[src/rtl/inst_encoder.sv]
// RV32I I/S/B/J instruction encoder with range/alignment checking, a 2-entry
// output FIFO and good/error request counters.
module inst_encoder #(
    parameter int CNT_W = 16,
    parameter int ERR_W = 8
) (
    input  logic             clk,
    input  logic             rst,
    input  logic             in_valid,
    output logic             in_ready,
    input  logic [1:0]       in_fmt,
    input  logic             in_load,
    input  logic [4:0]       in_rd,
    input  logic [4:0]       in_rs1,
    input  logic [4:0]       in_rs2,
    input  logic [2:0]       in_funct3,
    input  logic [31:0]      in_imm,
    output logic             out_valid,
    input  logic             out_ready,
    output logic [31:0]      out_inst,
    output logic             out_err,
    output logic [CNT_W-1:0] inst_count,
    output logic [ERR_W-1:0] err_count
);

    localparam logic [1:0] FMT_I = 2'd0;
    localparam logic [1:0] FMT_S = 2'd1;
    localparam logic [1:0] FMT_B = 2'd2;
    localparam logic [1:0] FMT_J = 2'd3;

    localparam logic [6:0]  OP_LOAD   = 7'b0000011;
    localparam logic [6:0]  OP_IMM    = 7'b0010011;
    localparam logic [6:0]  OP_STORE  = 7'b0100011;
    localparam logic [6:0]  OP_BRANCH = 7'b1100011;
    localparam logic [6:0]  OP_JAL    = 7'b1101111;
    localparam logic [31:0] NOP_INST  = 32'h00000013;

    logic        w_fits12;
    logic        w_fits13;
    logic        w_fits21;
    logic        w_legal;
    logic [31:0] w_enc;
    logic [31:0] w_new_inst;
    logic        w_push;
    logic        w_pop;

    logic [1:0]       r_count;
    logic [31:0]      r_head_inst;
    logic             r_head_err;
    logic [31:0]      r_tail_inst;
    logic             r_tail_err;
    logic [CNT_W-1:0] r_inst_count;
    logic [ERR_W-1:0] r_err_count;

    // An immediate fits in N signed bits when every bit above N-2 matches the sign.
    assign w_fits12 = (&in_imm[31:11]) | ~(|in_imm[31:11]);
    assign w_fits13 = (&in_imm[31:12]) | ~(|in_imm[31:12]);
    assign w_fits21 = (&in_imm[31:20]) | ~(|in_imm[31:20]);

    always_comb begin
        w_enc   = NOP_INST;
        w_legal = 1'b0;
        case (in_fmt)
            FMT_I: begin
                w_legal = w_fits12;
                w_enc   = {in_imm[11:0], in_rs1, in_funct3, in_rd,
                           in_load ? OP_LOAD : OP_IMM};
            end
            FMT_S: begin
                w_legal = w_fits12;
                w_enc   = {in_imm[11:5], in_rs2, in_rs1, in_funct3,
                           in_imm[4:0], OP_STORE};
            end
            FMT_B: begin
                w_legal = w_fits13 & ~in_imm[0];
                w_enc   = {in_imm[12], in_imm[10:5], in_rs2, in_rs1, in_funct3,
                           in_imm[4:1], in_imm[11], OP_BRANCH};
            end
            default: begin
                w_legal = w_fits21 & ~in_imm[0];
                w_enc   = {in_imm[20], in_imm[10:1], in_imm[11], in_imm[19:12],
                           in_rd, OP_JAL};
            end
        endcase
    end

    assign w_new_inst = w_legal ? w_enc : NOP_INST;

    assign in_ready  = (r_count != 2'd2);
    assign out_valid = (r_count != 2'd0);
    assign w_push    = in_valid && in_ready;
    assign w_pop     = out_valid && out_ready;
    assign out_inst  = r_head_inst;
    assign out_err   = r_head_err;

    // Head register drives the outputs directly, so it keeps the last popped
    // entry when the FIFO drains; the tail only holds the second entry.
    always_ff @(posedge clk or posedge rst) begin
        if (rst) begin
            r_count     <= 2'd0;
            r_head_inst <= 32'd0;
            r_head_err  <= 1'b0;
            r_tail_inst <= 32'd0;
            r_tail_err  <= 1'b0;
        end else begin
            case (r_count)
                2'd0: begin
                    if (w_push) begin
                        r_head_inst <= w_new_inst;
                        r_head_err  <= ~w_legal;
                        r_count     <= 2'd1;
                    end
                end
                2'd1: begin
                    if (w_push && w_pop) begin
                        r_head_inst <= w_new_inst;
                        r_head_err  <= ~w_legal;
                    end else if (w_push) begin
                        r_tail_inst <= w_new_inst;
                        r_tail_err  <= ~w_legal;
                        r_count     <= 2'd2;
                    end else if (w_pop) begin
                        r_count <= 2'd0;
                    end
                end
                default: begin
                    if (w_pop) begin
                        r_head_inst <= r_tail_inst;
                        r_head_err  <= r_tail_err;
                        r_count     <= 2'd1;
                    end
                end
            endcase
        end
    end

    // Counters track accepted requests, independent of when they are popped.
    always_ff @(posedge clk or posedge rst) begin
        if (rst) begin
            r_inst_count <= '0;
            r_err_count  <= '0;
        end else if (w_push) begin
            if (w_legal) begin
                r_inst_count <= r_inst_count + CNT_W'(1);
            end else if (r_err_count != {ERR_W{1'b1}}) begin
                r_err_count <= r_err_count + ERR_W'(1);
            end
        end
    end

    assign inst_count = r_inst_count;
    assign err_count  = r_err_count;

endmodule

[config.mk]
export PLATFORM = sky130hd
export DESIGN_NAME = inst_encoder
export DESIGN_NICKNAME = d
export VERILOG_FILES = /design/src/rtl/inst_encoder.sv
export SDC_FILE = /design/constraint.sdc
export NUM_CORES = 1
export LEC_CHECK = 0
export ABC_CLOCK_PERIOD_IN_PS = 5100
export CAP_MARGIN = 20
export CORE_ASPECT_RATIO = 1.1
export CORE_MARGIN = 5
export CORE_UTILIZATION = 38
export CTS_CLUSTER_DIAMETER = 120
export DETAILED_ROUTE_END_ITERATION = 8
export GPL_TIMING_DRIVEN = 1
export PLACE_DENSITY = 0.65
export SKIP_CTS_REPAIR_TIMING = 1
export SLEW_MARGIN = 5
export SYNTH_ARGS = -nofsm -noshare
export SYNTH_HDL_FRONTEND = slang
export SYNTH_SLANG_ARGS = --single-unit
[constraint.sdc]
create_clock -name clk -period 5.1 [get_ports clk]
set_clock_uncertainty 0.15 [all_clocks]
set_input_delay 1.02 -clock clk [delete_from_list [all_inputs] [get_ports clk]]
set_output_delay 1.02 -clock clk [all_outputs]
set_load 0.02 [all_outputs]
==> flow_metrics.env <==
export IMPL_timing_final_crit_period_ps=3700
export IMPL_num_rows=41
export IMPL_crit_fanout=39
export IMPL_setup_ws_ps=1400
export IMPL_fin_crit_sh_pct=72.6
export IMPL_synth_cell_types=47
export IMPL_synth_edff_count=0
export IMPL_cp_arrival_ps=3770
export IMPL_vias=3631
export IMPL_top_layer="met4"
export IMPL_ys_warn_count=0
export IMPL_worstMarginPinSlew_ps=871
export IMPL_cts_sinks=88
export IMPL_grt_first_pass_wirelength_um=19100
export IMPL_wl_met2_um=5810
export IMPL_cts_tree="yes"
export IMPL_core_area_sq_um=11400
export IMPL_area_growth_pct=36.7
export IMPL_dr_pass1_iters=4
export IMPL_setup_viol=0
export IMPL_dp_cells=659
export IMPL_ant_nets=0
export IMPL_synth_cells=422
export IMPL_p_per_area_nw_per_um2=334
export IMPL_leakage_nw=2.65
export IMPL_routed_wl_um=11600
export IMPL_syn_avg_cell_area_sq_um=10.4
export IMPL_grt_ovfl_total=0
export IMPL_layout_commonest_cell="clkdlybuf4s50_1"
export IMPL_drc=0
export IMPL_worstHoldPathType="register to register"
export IMPL_synth_ff_type="dfrtp_1"
export IMPL_ios=116
export IMPL_synth_ff_latch_count=88
export IMPL_viasPerCell=5.37
export IMPL_initial_core_util_pct=38.6
export IMPL_dr_wl_met3_um=680
export IMPL_drive_above_1_share_pct=8.17
export IMPL_cp_cell_sequence="clkdlybuf4s50_1 -> or4_4 -> nor2_4 -> a221oi_2 -> o31a_2 -> buf_4 -> o41ai_1"
export IMPL_max_stage_delay_ps=660
export IMPL_finalHoldViolCount=0
export IMPL_final_cell_mix="115 x clkdlybuf4s50_1, 88 x dfrtp_1, 42 x nand2_1"
export IMPL_pre_cts_ws_ps=1100
export IMPL_maxSlewViolCount=0
export IMPL_syn_num_nets=481
export IMPL_max_freq_mhz=270
export IMPL_initialDrtViolationCount=170
export IMPL_finalNonFillerCells=676
export IMPL_clock_tree_buffer_depth=2
export IMPL_async_reset_ff_share_pct=100
export IMPL_die_y_um=123
export IMPL_routabilityCongestion=0.789
export IMPL_max_cap_violations=0
export IMPL_cts_root_buffer="clkbuf_16"
export IMPL_clkLatencyLatePin_ps=330
export IMPL_cpLargestDelayFamily="compound AO/OA/AOI/OAI gates"
export IMPL_crit_type="input pin to register"
export IMPL_grt_max_degree=61
export IMPL_crit_buf_inv=2
export IMPL_fin_setup_tns_ps=0
export IMPL_synth_seq_area_share_pct=50.2
export IMPL_antenna_found_initial=0
export IMPL_outcome="finished clean"
export IMPL_syn_area_sq_um=4390
export IMPL_port_buffers=115
export IMPL_nNetsFinal=581
export IMPL_synth_top_area_share_pct=50.2
export IMPL_cp_end_kind="register"
export IMPL_antennaDiodeCount=0
export IMPL_fin_util_pct=52.7
export IMPL_dp_final_hpwl_um=7830
export IMPL_cts_clk_slew_worst_paths_ps=60
export IMPL_synthTopCellsByArea="dfrtp_1 50%, o31ai_1 5.5%, and3_1 5.0%"
export IMPL_post_dp_cell_area_sq_um=5630
export IMPL_startpoint_type="input pin"
export IMPL_first_global_vias=3826
export IMPL_synth_top_area_cell="dfrtp_1"
export IMPL_slowest_stage="o31a_2"
export IMPL_die_w_um=112
export IMPL_track_usage_pct=17.1
export IMPL_slew_headroom_pct=41.9
export IMPL_htree_levels=3
export IMPL_wl_per_cell_um=17.2
export IMPL_rsz0062_at_grt="false"
export IMPL_vdd_drop_max_uv=218
export IMPL_cp_data_required_time_ps=5170
export IMPL_dieArea_sq_um=13800
export IMPL_numCtsBuffers=9
export IMPL_met1_length_um=4920
export IMPL_final_area_sq_um=6000
-- metrics by stage --
step	power, mW	hold WS, ps
final	2.00	290
after global routing	2.10	327
after CTS	2.02	293
after detailed placement	1.30	280
after global placement	1.30	278
after floorplan	1.08	265
-- kinds of logic (layout without fill, tap and decap cells) --
kind of cell | Yosys count | in the layout | share of synthesized area [%]
flip-flops | 88 | 88 | 50.2
AND/OR/NAND/NOR | 141 | 141 | 19.2
adder cells (fa/ha/maj) | 2 | 2 | 0.570
multiplexers | 26 | 26 | 6.13
buffers and inverters | 41 | 145 | 4.36
AO/OA/AOI/OAI | 100 | 100 | 14.8
XOR/XNOR | 24 | 24 | 4.79
-- worst register-to-register path: cells and delay by family, from the launching register on --
| kind | cells | cell delay, ps |
|---|---|---|
| xor gates and xnor gates | 1 | 180 |
| DFF | 1 | 400 |
| and+or+nand+nor | 5 | 1760 |
-- synth_stat cells, types with 2 or more instances --
master,instances
xor2_1,9
nor4_4,2
or2_1,2
o21ai_1,19
nand3_1,6
buf_4,2
or3_1,2
inv_1,7
a32oi_1,2
nand4_1,10
and3_1,35
nand2b_1,10
buf_2,6
o31ai_1,32
mux2_1,3
nand2_1,42
mux2_2,4
nor4_1,5
o41ai_1,9
nand4b_1,3
mux2i_1,19
dfrtp_1,88
buf_6,3
nor2_1,8
clkbuf_1,22
nor3_2,3
ha_1,2
nor3_1,2
nor4b_2,4
a21oi_1,30
xnor2_1,15
-- per-layer routing --
layer  global-route usage [%]  vias up
li1                         -     1750
met1                     20.6     1768
met2                     29.6       97
met3                     4.83       16
met4                     5.71        0
met5                        0        -
-- flip-flops by register name, summed over array words and instances (netlist names) --
name and flops:
out_err 1, err_count 8, r_tail_err 1, r_tail_inst 30, inst_count 16, out_inst 30, r_count 2
-- report_power, final --
part / internal, mW / switching [mW] / leakage (nW)
clock network: 0.453 / 0.260 / 0.159
registers: 0.769 / 0.0637 / 1.17
logic: 0.216 / 0.244 / 1.32
total: 1.44 / 0.568 / 2.65
-- cell type report --
class / instances / area (sq um)
repair buffers: 123 / 1250
well taps: 150 / 188
flip-flops and latches: 88 / 2200
inverters: 7 / 27.5
multi-input cells: 293 / 2010
clock inverters: 3 / 65.1
clock buffers: 12 / 256
fillers: 1056 / 5390
-- final timing paths --
path,from,endpoint,slack [ps],depth (start not counted)
worst max-delay path,in_imm[12],out_inst[16]$_DFFE_PP0P_,1400,7
worst max register to register,r_count[0]$_DFFE_PP0P_,inst_count[15]$_DFFE_PP0P_,2540,6
worst min register to register,r_tail_inst[1]$_DFFE_PP0P_,r_tail_inst[1]$_DFFE_PP0P_,290,2
max in group asynchronous,rst,out_inst[29]$_DFFE_PP0P_,3080,4
min in group asynchronous,rst,inst_count[0]$_DFFE_PP0P_,760,2
worst min-delay path,r_tail_inst[1]$_DFFE_PP0P_,r_tail_inst[1]$_DFFE_PP0P_,290,2
Power figures use the tool's default switching activity.
